--- src/rtl/pheap_pkg.sv ---
// pheap_pkg: shared defaults and timestamp helper for the heap scheduler front end
package pheap_pkg;
    localparam int WIDTH_DEF   = 32;
    localparam int CMP_WID_DEF = 32;
    localparam int DEPTH_DEF   = 6;
    localparam int MAX_SIZE    = 2**DEPTH_DEF - 1;

    function automatic logic [CMP_WID_DEF-1:0] ts_of(input logic [WIDTH_DEF-1:0] ev);
        return ev[CMP_WID_DEF-1:0];
    endfunction
endpackage

--- src/rtl/pheap_sched_front_rr_arbiter.sv ---
// rr_arbiter: one-hot grant to the first requester at or after ptr, wrapping
module rr_arbiter #(
    parameter int N = 4
) (
    input  logic [N-1:0]         req,
    input  logic [$clog2(N)-1:0] ptr,
    output logic [N-1:0]         gnt,
    output logic [$clog2(N)-1:0] gnt_idx
);
    localparam int PW = $clog2(N);

    always_comb begin
        gnt_idx = ptr;
        gnt     = '0;
        for (int k = N - 1; k >= 0; k--)
            if (req[(int'(ptr) + k) % N]) gnt_idx = PW'((int'(ptr) + k) % N);
        if (|req) gnt[gnt_idx] = 1'b1;
    end
endmodule

--- src/rtl/pheap_sched_front.sv ---
// pheap_sched_front: round-robin issue front end for the pipelined heap; PHEAP_SCHED_STATS_EN adds counters
module pheap_sched_front
    import pheap_pkg::*;
#(
    parameter int WIDTH      = WIDTH_DEF,
    parameter int CMP_WID    = CMP_WID_DEF,
    parameter int DEPTH      = DEPTH_DEF,
    parameter int NUM_SRC    = 4,
    parameter int OP_GAP     = 1,
    parameter int STARVE_LIM = 4
) (
    input  logic                     clk,
    input  logic                     rst_n,
    input  logic [NUM_SRC-1:0]       src_valid,
    input  logic [NUM_SRC*WIDTH-1:0] src_data,
    output logic [NUM_SRC-1:0]       src_ready,
    output logic                     out_valid,
    output logic [WIDTH-1:0]         out_data,
    input  logic                     out_ready,
    output logic [CMP_WID-1:0]       min_ts,
    output logic                     heap_enq,
    output logic                     heap_deq,
    output logic [WIDTH-1:0]         heap_inp_data,
    input  logic [WIDTH-1:0]         heap_out_data,
    input  logic [DEPTH-1:0]         heap_elem_cnt,
    input  logic                     heap_full,
    input  logic                     heap_empty
`ifdef PHEAP_SCHED_STATS_EN
    ,
    output logic [31:0]              stat_enq,
    output logic [31:0]              stat_deq,
    output logic [31:0]              stat_full_stall,
    output logic [DEPTH-1:0]         stat_max_occ
`endif
);
    localparam int PW = $clog2(NUM_SRC);

    logic [3:0]         gap_q, gap_d, starve_q, starve_d;
    logic [PW-1:0]      rr_ptr_q, rr_ptr_d, gnt_idx;
    logic [NUM_SRC-1:0] gnt;
    logic               slot, pend, force_enq, pop, enq;

    rr_arbiter #(.N(NUM_SRC)) u_arb (
        .req    (src_valid),
        .ptr    (rr_ptr_q),
        .gnt    (gnt),
        .gnt_idx(gnt_idx)
    );

    always_comb begin
        slot          = rst_n && gap_q == 4'd0;
        pend          = |src_valid && !heap_full;
        force_enq     = pend && starve_q >= 4'(STARVE_LIM);
        out_valid     = slot && !heap_empty && !force_enq;
        pop           = out_valid && out_ready;
        enq           = slot && !pop && pend;
        heap_deq      = pop;
        heap_enq      = enq;
        src_ready     = enq ? gnt : '0;
        out_data      = heap_out_data;
        heap_inp_data = src_data[gnt_idx*WIDTH +: WIDTH];
        min_ts        = heap_empty ? '1 : CMP_WID'(ts_of(WIDTH_DEF'(heap_out_data)));
        gap_d         = (pop || enq) ? 4'(OP_GAP) : (gap_q != 4'd0 ? gap_q - 4'd1 : 4'd0);
        rr_ptr_d      = !enq ? rr_ptr_q : (gnt_idx == PW'(NUM_SRC - 1) ? '0 : gnt_idx + PW'(1));
        starve_d      = (pop && pend) ? (starve_q == 4'hf ? starve_q : starve_q + 4'd1)
                      : ((enq || !pend) ? 4'd0 : starve_q);
    end

    always_ff @(posedge clk) begin
        if (!rst_n) begin
            gap_q    <= '0;
            rr_ptr_q <= '0;
            starve_q <= '0;
        end else begin
            gap_q    <= gap_d;
            rr_ptr_q <= rr_ptr_d;
            starve_q <= starve_d;
        end
    end

`ifdef PHEAP_SCHED_STATS_EN
    logic [31:0]      stat_enq_q, stat_enq_d, stat_deq_q, stat_deq_d, stat_full_stall_q, stat_full_stall_d;
    logic [DEPTH-1:0] stat_max_occ_q, stat_max_occ_d;

    always_comb begin
        stat_enq_d        = stat_enq_q + 32'(enq);
        stat_deq_d        = stat_deq_q + 32'(pop);
        stat_full_stall_d = stat_full_stall_q + 32'(|src_valid && heap_full);
        stat_max_occ_d    = heap_elem_cnt > stat_max_occ_q ? heap_elem_cnt : stat_max_occ_q;
    end

    always_ff @(posedge clk) begin
        if (!rst_n) begin
            stat_enq_q        <= '0;
            stat_deq_q        <= '0;
            stat_full_stall_q <= '0;
            stat_max_occ_q    <= '0;
        end else begin
            stat_enq_q        <= stat_enq_d;
            stat_deq_q        <= stat_deq_d;
            stat_full_stall_q <= stat_full_stall_d;
            stat_max_occ_q    <= stat_max_occ_d;
        end
    end

    assign stat_enq        = stat_enq_q;
    assign stat_deq        = stat_deq_q;
    assign stat_full_stall = stat_full_stall_q;
    assign stat_max_occ    = stat_max_occ_q;
`else
    logic unused_cnt;
    assign unused_cnt = ^heap_elem_cnt;
`endif
endmodule

--- config.mk ---
export PLATFORM = sky130hd
export DESIGN_NAME = pheap_sched_front
export DESIGN_NICKNAME = d
export VERILOG_FILES = /design/src/rtl/pheap_pkg.sv /design/src/rtl/pheap_sched_front_rr_arbiter.sv /design/src/rtl/pheap_sched_front.sv
export SDC_FILE = /design/constraint.sdc
export NUM_CORES = 1
export LEC_CHECK = 0
export ABC_AREA = 1
export BUFFER_PORTS_ARGS = -buffer_cell sky130_fd_sc_hd__buf_2
export CAP_MARGIN = 25
export CORE_AREA = 10 10 99 101
export CTS_CLUSTER_SIZE = 40
export DETAILED_ROUTE_END_ITERATION = 8
export DIE_AREA = 0 0 109 111
export GPL_TIMING_DRIVEN = 0
export HOLD_SLACK_MARGIN = 0.03
export PLACE_DENSITY = 0.85
export SLEW_MARGIN = 5
export SYNTH_ARGS = -nofsm -noshare
export SYNTH_HDL_FRONTEND = slang
export SYNTH_HIERARCHICAL = 1
export SYNTH_SLANG_ARGS = --single-unit
--- constraint.sdc ---
create_clock -name clk -period 2.08 [get_ports clk]
set_input_delay 0.312 -clock clk [delete_from_list [all_inputs] [get_ports clk]]
set_output_delay 0.312 -clock clk [all_outputs]
set_load 0.03 [all_outputs]
* Word-level counts from Yosys, hierarchy flattened *
Cells that the tools add are included.
W data, S select, Z words.

word-level totals
  bits in registers = 10
  input bits = 175
  logic and storage cells = 78

operators by class
  muxes and demuxes = 26
  magnitude comparators = 7
  bitwise logic cells = 5
  reductions and logical operators = 26
  eq/ne operators = 3
  add/sub/neg operators = 6
  shift-type cells = 1

operator list
  kind                   count
  $shiftx A128 B8 Y32    1
  $mux W32               1
  $mux W4                5
  $lt A3 B4 Y1 const B   3
  $logic_and A1 B1 Y1    10
  $mux W1                10
  $mux W2                5
  $bmux W1 S2            4
  $lt A2 B3 Y1 const B   2
  $reduce_or A2 Y1       3
  $logic_not A1 Y1       5
  $add A2 B1 Y2 const B  2
  $add A2 B2 Y2 const B  2
  $add A4 B1 Y4 const B  1
  $eq A4 B4 Y1 const B   1
  $ge A4 B3 Y1 const B   1
  $logic_not A4 Y1       1
  $reduce_bool A4 Y1     1
  $reduce_or A4 Y1       1
  $sub A4 B1 Y4 const B  1
  $and A1 B1 Y1 const A  3
  $reduce_or A3 Y1       1
  $demux W1 S2           1
  $eq A2 B2 Y1 const B   1
  other kinds (6)        8

* Logic depth before layout (Yosys ltp) *
  depth after elaboration = 16
  mapped depth = 16
  mapped depth without buffers = 15

* Hierarchy *
Netlist, hierarchy kept.

by module, submodules not included
  module             cells each  times used  area an instance (µm²)  sequential area each (µm²)
  pheap_sched_front  334         1           1908.1                  200.2
  rr_arbiter         56          1           256.5                   0.0

* Worst setup path after synthesis *
Ideal clock, no wire load.

  kind = reg-to-output
  from = reg rr_ptr_q[0]
  to = out heap_inp_data[0]
  data arrival time = 2.130 ns
  stages on the path, launching flop included = 16
  data required time = 1.768 ns
  setup slack = -0.362 ns
  cells stage by stage = dfxtp_1 -> buf_6 -> inv_6 -> nand2_1 -> nand2_1 -> nand2_1 -> nand2_1 -> inv_2 -> nand2_2 -> nand3_1 -> nand2_2 -> buf_2 -> inv_2 -> clkbuf_1 -> nor2_1 -> o22ai_1

between the ends
  longest elaborated chain between the ends = 9
  elaborated cells between the ends (all ways) = 19
  those cells by class = add/sub: 3; shift: 1; mux: 15

RTL lines
  item                                         line                                text
  start: declaration                           pheap_sched_front.sv:39             logic [PW-1:0] rr_ptr_q, rr_ptr_d, gnt_idx;
  start signal: assignment                     pheap_sched_front.sv:76             rr_ptr_q <= rr_ptr_d;
  $add A2 B2 Y2                                pheap_sched_front_rr_arbiter.sv:16  if (req[(int'(ptr) + k) % N]) gnt_idx = PW'((int'(ptr) + k) % N);
  $bmux W1 S2                                  pheap_sched_front_rr_arbiter.sv:16
  $mux W1 (implied by the code) (2 in series)  pheap_sched_front_rr_arbiter.sv:16
  $mux W2 (3 in series)                        pheap_sched_front_rr_arbiter.sv:16
  $mux W2 *                                    pheap_sched_front_rr_arbiter.sv:16
  named net gnt_idx[0]                         pheap_sched_front.sv:39
  $shiftx A128 B8 Y32 *                        pheap_sched_front.sv:61             heap_inp_data = src_data[gnt_idx*WIDTH +: WIDTH];
  end: declaration                             pheap_sched_front.sv:23             output logic [WIDTH-1:0] heap_inp_data,

Mark *: on every way through the listed nets, which the timed path passes. The rest lies on a longest branch. The select of a mux whose other input is x is not followed.

* Worst setup path in the final report *
  from = reg rr_ptr_q[0]
  to = out heap_inp_data[20]

Same word-level chain as after synthesis.

==> impl_results.md <==
* Syn Area/Cell at around 5.6 sq um
* Sequential area share after synthesis at approximately 9.2%
* # port buffers at approximately 270
* Iter 0 DRT Violations at around 260
* CP Data Arrival Time at roughly 2.3 ns
* Leak at 2.60 nW
* GR Overflow Total at 0
* Vias in the first global route at around 4,500
* Tightest Pin Transition at roughly 0.49 ns
* Crit Path Max Fanout at 8
* # fillers at about 590
* Drt total wl at between 15 and 20 mm
* Hold-critical path depth at 3
* Hold wc startpoint: rst_n
* Synth Area in Adders at under 10%
* Asr flop ratio synth at 0%
* Worst setup SP type: flip-flop
* Post-Synth XOR/XNOR Area at 1.21%
* Top cell type's share of synthesized area at 15.0%
* Failing checks: negative setup slack
* Worst setup path class: flip-flop to primary output
* Maxcap violations at 0
* Pwr Total at between 8 and 9 mW
* Most frequent cell on the critical path: nand2_2
* Multiplexer area fraction after synthesis at 0%
* Post-Synth Simple-Gate Area at around 40%
* HP Class: input pin to flip-flop
* R2R depth at 18
* Crit share post-route at 125%
* Effective utilization at floorplan at between 20% and 30%
* Clock buffer depth at 2
* RSZ-0062 raised after global routing: true
* HPWL after DPL at between 10 and 15 mm
* Slew headroom at approximately two thirds
* Max Clock Freq at a little under 400 MHz
* CP max stage cell: dfxtp_2
* Slew Viols, Final at 0
* Die W at between 100 and 150 microns
* Yosys warning count at 6
* Area leader, netlist: o21ai_0
* Initial antenna violation count at 4
* First drt pass iteration count at 4
* R2R setup slack at -0.12 ns
* Post-synthesis cell type count at 27
* # IOs at 278
* Post-route minimum period at ~2.6 ns
* Remaining DRCs at 0
* Peak supply drop at around 0.6 mV
* Reg2reg start: rr_ptr_q[0]
* Reg area at ~200 sq um
* Hold Violations, Final at 0
* Fin util at a little over two thirds
* CTS Buf Count at 3
* Clk pin slew, worst setup/hold paths at roughly 0.050 ns
* Pwr dens at 1590 nW/um^2
* Area grow syn2layout at 160%
* Remaining antenna violation count at 0
* Layout cells sized above 1 at 81.7%
* Die footprint at around 12,000 sq um
* WL per Instance at 21.0 microns
* Layout Nets at about 860
* First-pass GRT wire length at roughly 24 mm
* Routability cong. at roughly 0.9
* Mapped Nets at between 500 and 600
* Root Buffer: clkbuf_8
* Mapped Cells at 390
* Clock Skews at 0.000793 ns
* Post-synth EDFFs at 0
* Clk sinks at 10
* Floorplan core area at roughly 8000 sq um
* Pin count of the biggest net entering global routing at 11
* Commonest cells post-synth: nor2_1 (79), o21ai_0 (65), nand2_1 (34)
* CP peak stage delay at approximately 0.35 ns
* GR Util All Layers at between 20% and 30%
* CP cell instances: buf_6 > inv_8 > nand2_4 > nand3_2 > nand2_1 > inv_1 > nand2_1 > nand2_2 > nand2_2 > nand2_2 > nand2_4 > buf_12 > inv_16 > clkbuf_16 > o21ai_4 > o22ai_4 > buf_6
* Required time worst endpoint at ~1.8 ns
* Vias per inst at 5.21
* Synth top area cells: o21ai_0 (15%), nor2_1 (14%), buf_4 (11%)
* Synth Flop Type: dfxtp_1
* Status: finished with violations
* Main combinational cell family by area after synthesis: simple AND/OR/NAND/NOR gates
* CTS tree: yes
* Synth Area in Compound Gates at 25.6%
* Yosys reg bits at 10
* Worst r2r dst: rr_ptr_q[0]
* Multi-input gate area at around 2700 sq um
* Most numerous cell in the Yosys netlist: nor2_1
* Final setup viols at 37
* Row count at 33
* Endpoint class of the critical path: primary output
* H-tree depth at 1
* Fin worst setup slack at -0.514 ns
* Latest clock arrival within the worst-skew pair at 0.23 ns
* Vias at between 4,000 and 5,000
* Chip Height at roughly 110 microns
* Worst Hold Endpoint: rr_ptr_q[1]
* Post-Syn Area at about 2200 sq um
worst max path at each step:
stage	startpoint	cells after the start	to	slack, ns
2_1_floorplan	rr_ptr_q[0]	15	heap_inp_data[10]	-0.01
3_3_place_gp	src_valid[3]	14	heap_inp_data[18]	-0.47
3_5_place_dp	src_valid[3]	14	heap_inp_data[18]	-0.46
4_1_cts	rr_ptr_q[0]	17	heap_inp_data[6]	-0.41
5_1_grt	rr_ptr_q[0]	17	heap_inp_data[20]	-0.62
6_report	rr_ptr_q[0]	17	heap_inp_data[20]	-0.51
report_power, final:
group / internal, mW / switching, mW / leakage (nW)
clock: 0.167 / 0.0790 / 0.0288
combinational: 3.68 / 4.74 / 2.49
sequential: 0.239 / 0.0400 / 0.0825
total: 4.08 / 4.85 / 2.60
metrics by stage:
step	setup TNS [ns]	area, sq um	cells	hold WS (ns)	setup slack (ns)
2_1_floorplan	-0.119	2680	390	0.410	-0.0149
3_3_place_gp	-13.32	4170	766	0.433	-0.466
3_5_place_dp	-13.82	4170	766	0.438	-0.464
4_1_cts	-13.44	5480	786	0.354	-0.413
5_1_grt	-19.95	5640	793	0.370	-0.617
6_report	-15.82	5640	793	0.367	-0.514
layout by cell type (no fill, tap or decap), types with 8 or more instances in the layout:
cell type,synthesis,layout
buf_2,2,236
nor2_2,1,49
buf_4,32,45
buf_6,1,35
or2_2,33,33
o22ai_4,0,32
o21ai_4,0,31
inv_1,30,28
o21ai_1,1,25
nor2_4,2,22
nand2_1,34,22
nand2_2,8,14
clkbuf_8,0,13
nor2_1,79,11
nand3_1,14,10
o21ai_2,0,9
clkbuf_16,0,8
dfxtp_1,10,8
critical path, delay by kind of cell, from the launching register on:
kind	cells	cell delay, ns
buffers and inverters	7	0.78
AND/OR/NAND/NOR	8	0.62
flip-flops	1	0.35
AO/OA/AOI/OAI	2	0.29
logic make-up after synthesis:
logic type / after synthesis
simple gates: 182
compound gates: 102
buf+inv: 89
flops: 10
fa+ha+maj: 4
xor+xnor: 3
flip-flops by register name (all words and copies together), names as in the netlist:
signal    flops
gap_q         4
starve_q      4
rr_ptr_q      2
cell type report:
type | count | share of cell area (%)
multi-input combinational | 291 | 47.8
timing repair buffer | 289 | 31.9
buffer | 55 | 10.2
sequential | 10 | 3.60
inverter | 34 | 2.73
tap | 105 | 2.33
clock buffer | 4 | 0.977
timing repair inverter | 1 | 0.289
antenna | 4 | 0.178
per-layer routing:
layer / track usage [%] / share of wire [%] / wire (microns) / vias to the layer above
li1: - / - / - / 1858
met1: 22.7 / 32 / 5310 / 1927
met2: 44.2 / 50 / 8380 / 281
met3: 11.1 / 12 / 2070 / 62
met4: 13.0 / 5.4 / 901 / 0
met5: 0 / 0 / 0 / -
repair_timing:
action                                  CTS  global route
setup buffers                             7             3
gates cloned                              9             0
resized for setup                       315            26
pin swaps                                17            14
hold buffers                              0             0
endpoints found under the hold margin     0             0
endpoints found under the setup margin   36            39
(Power assumes the default switching activity.)
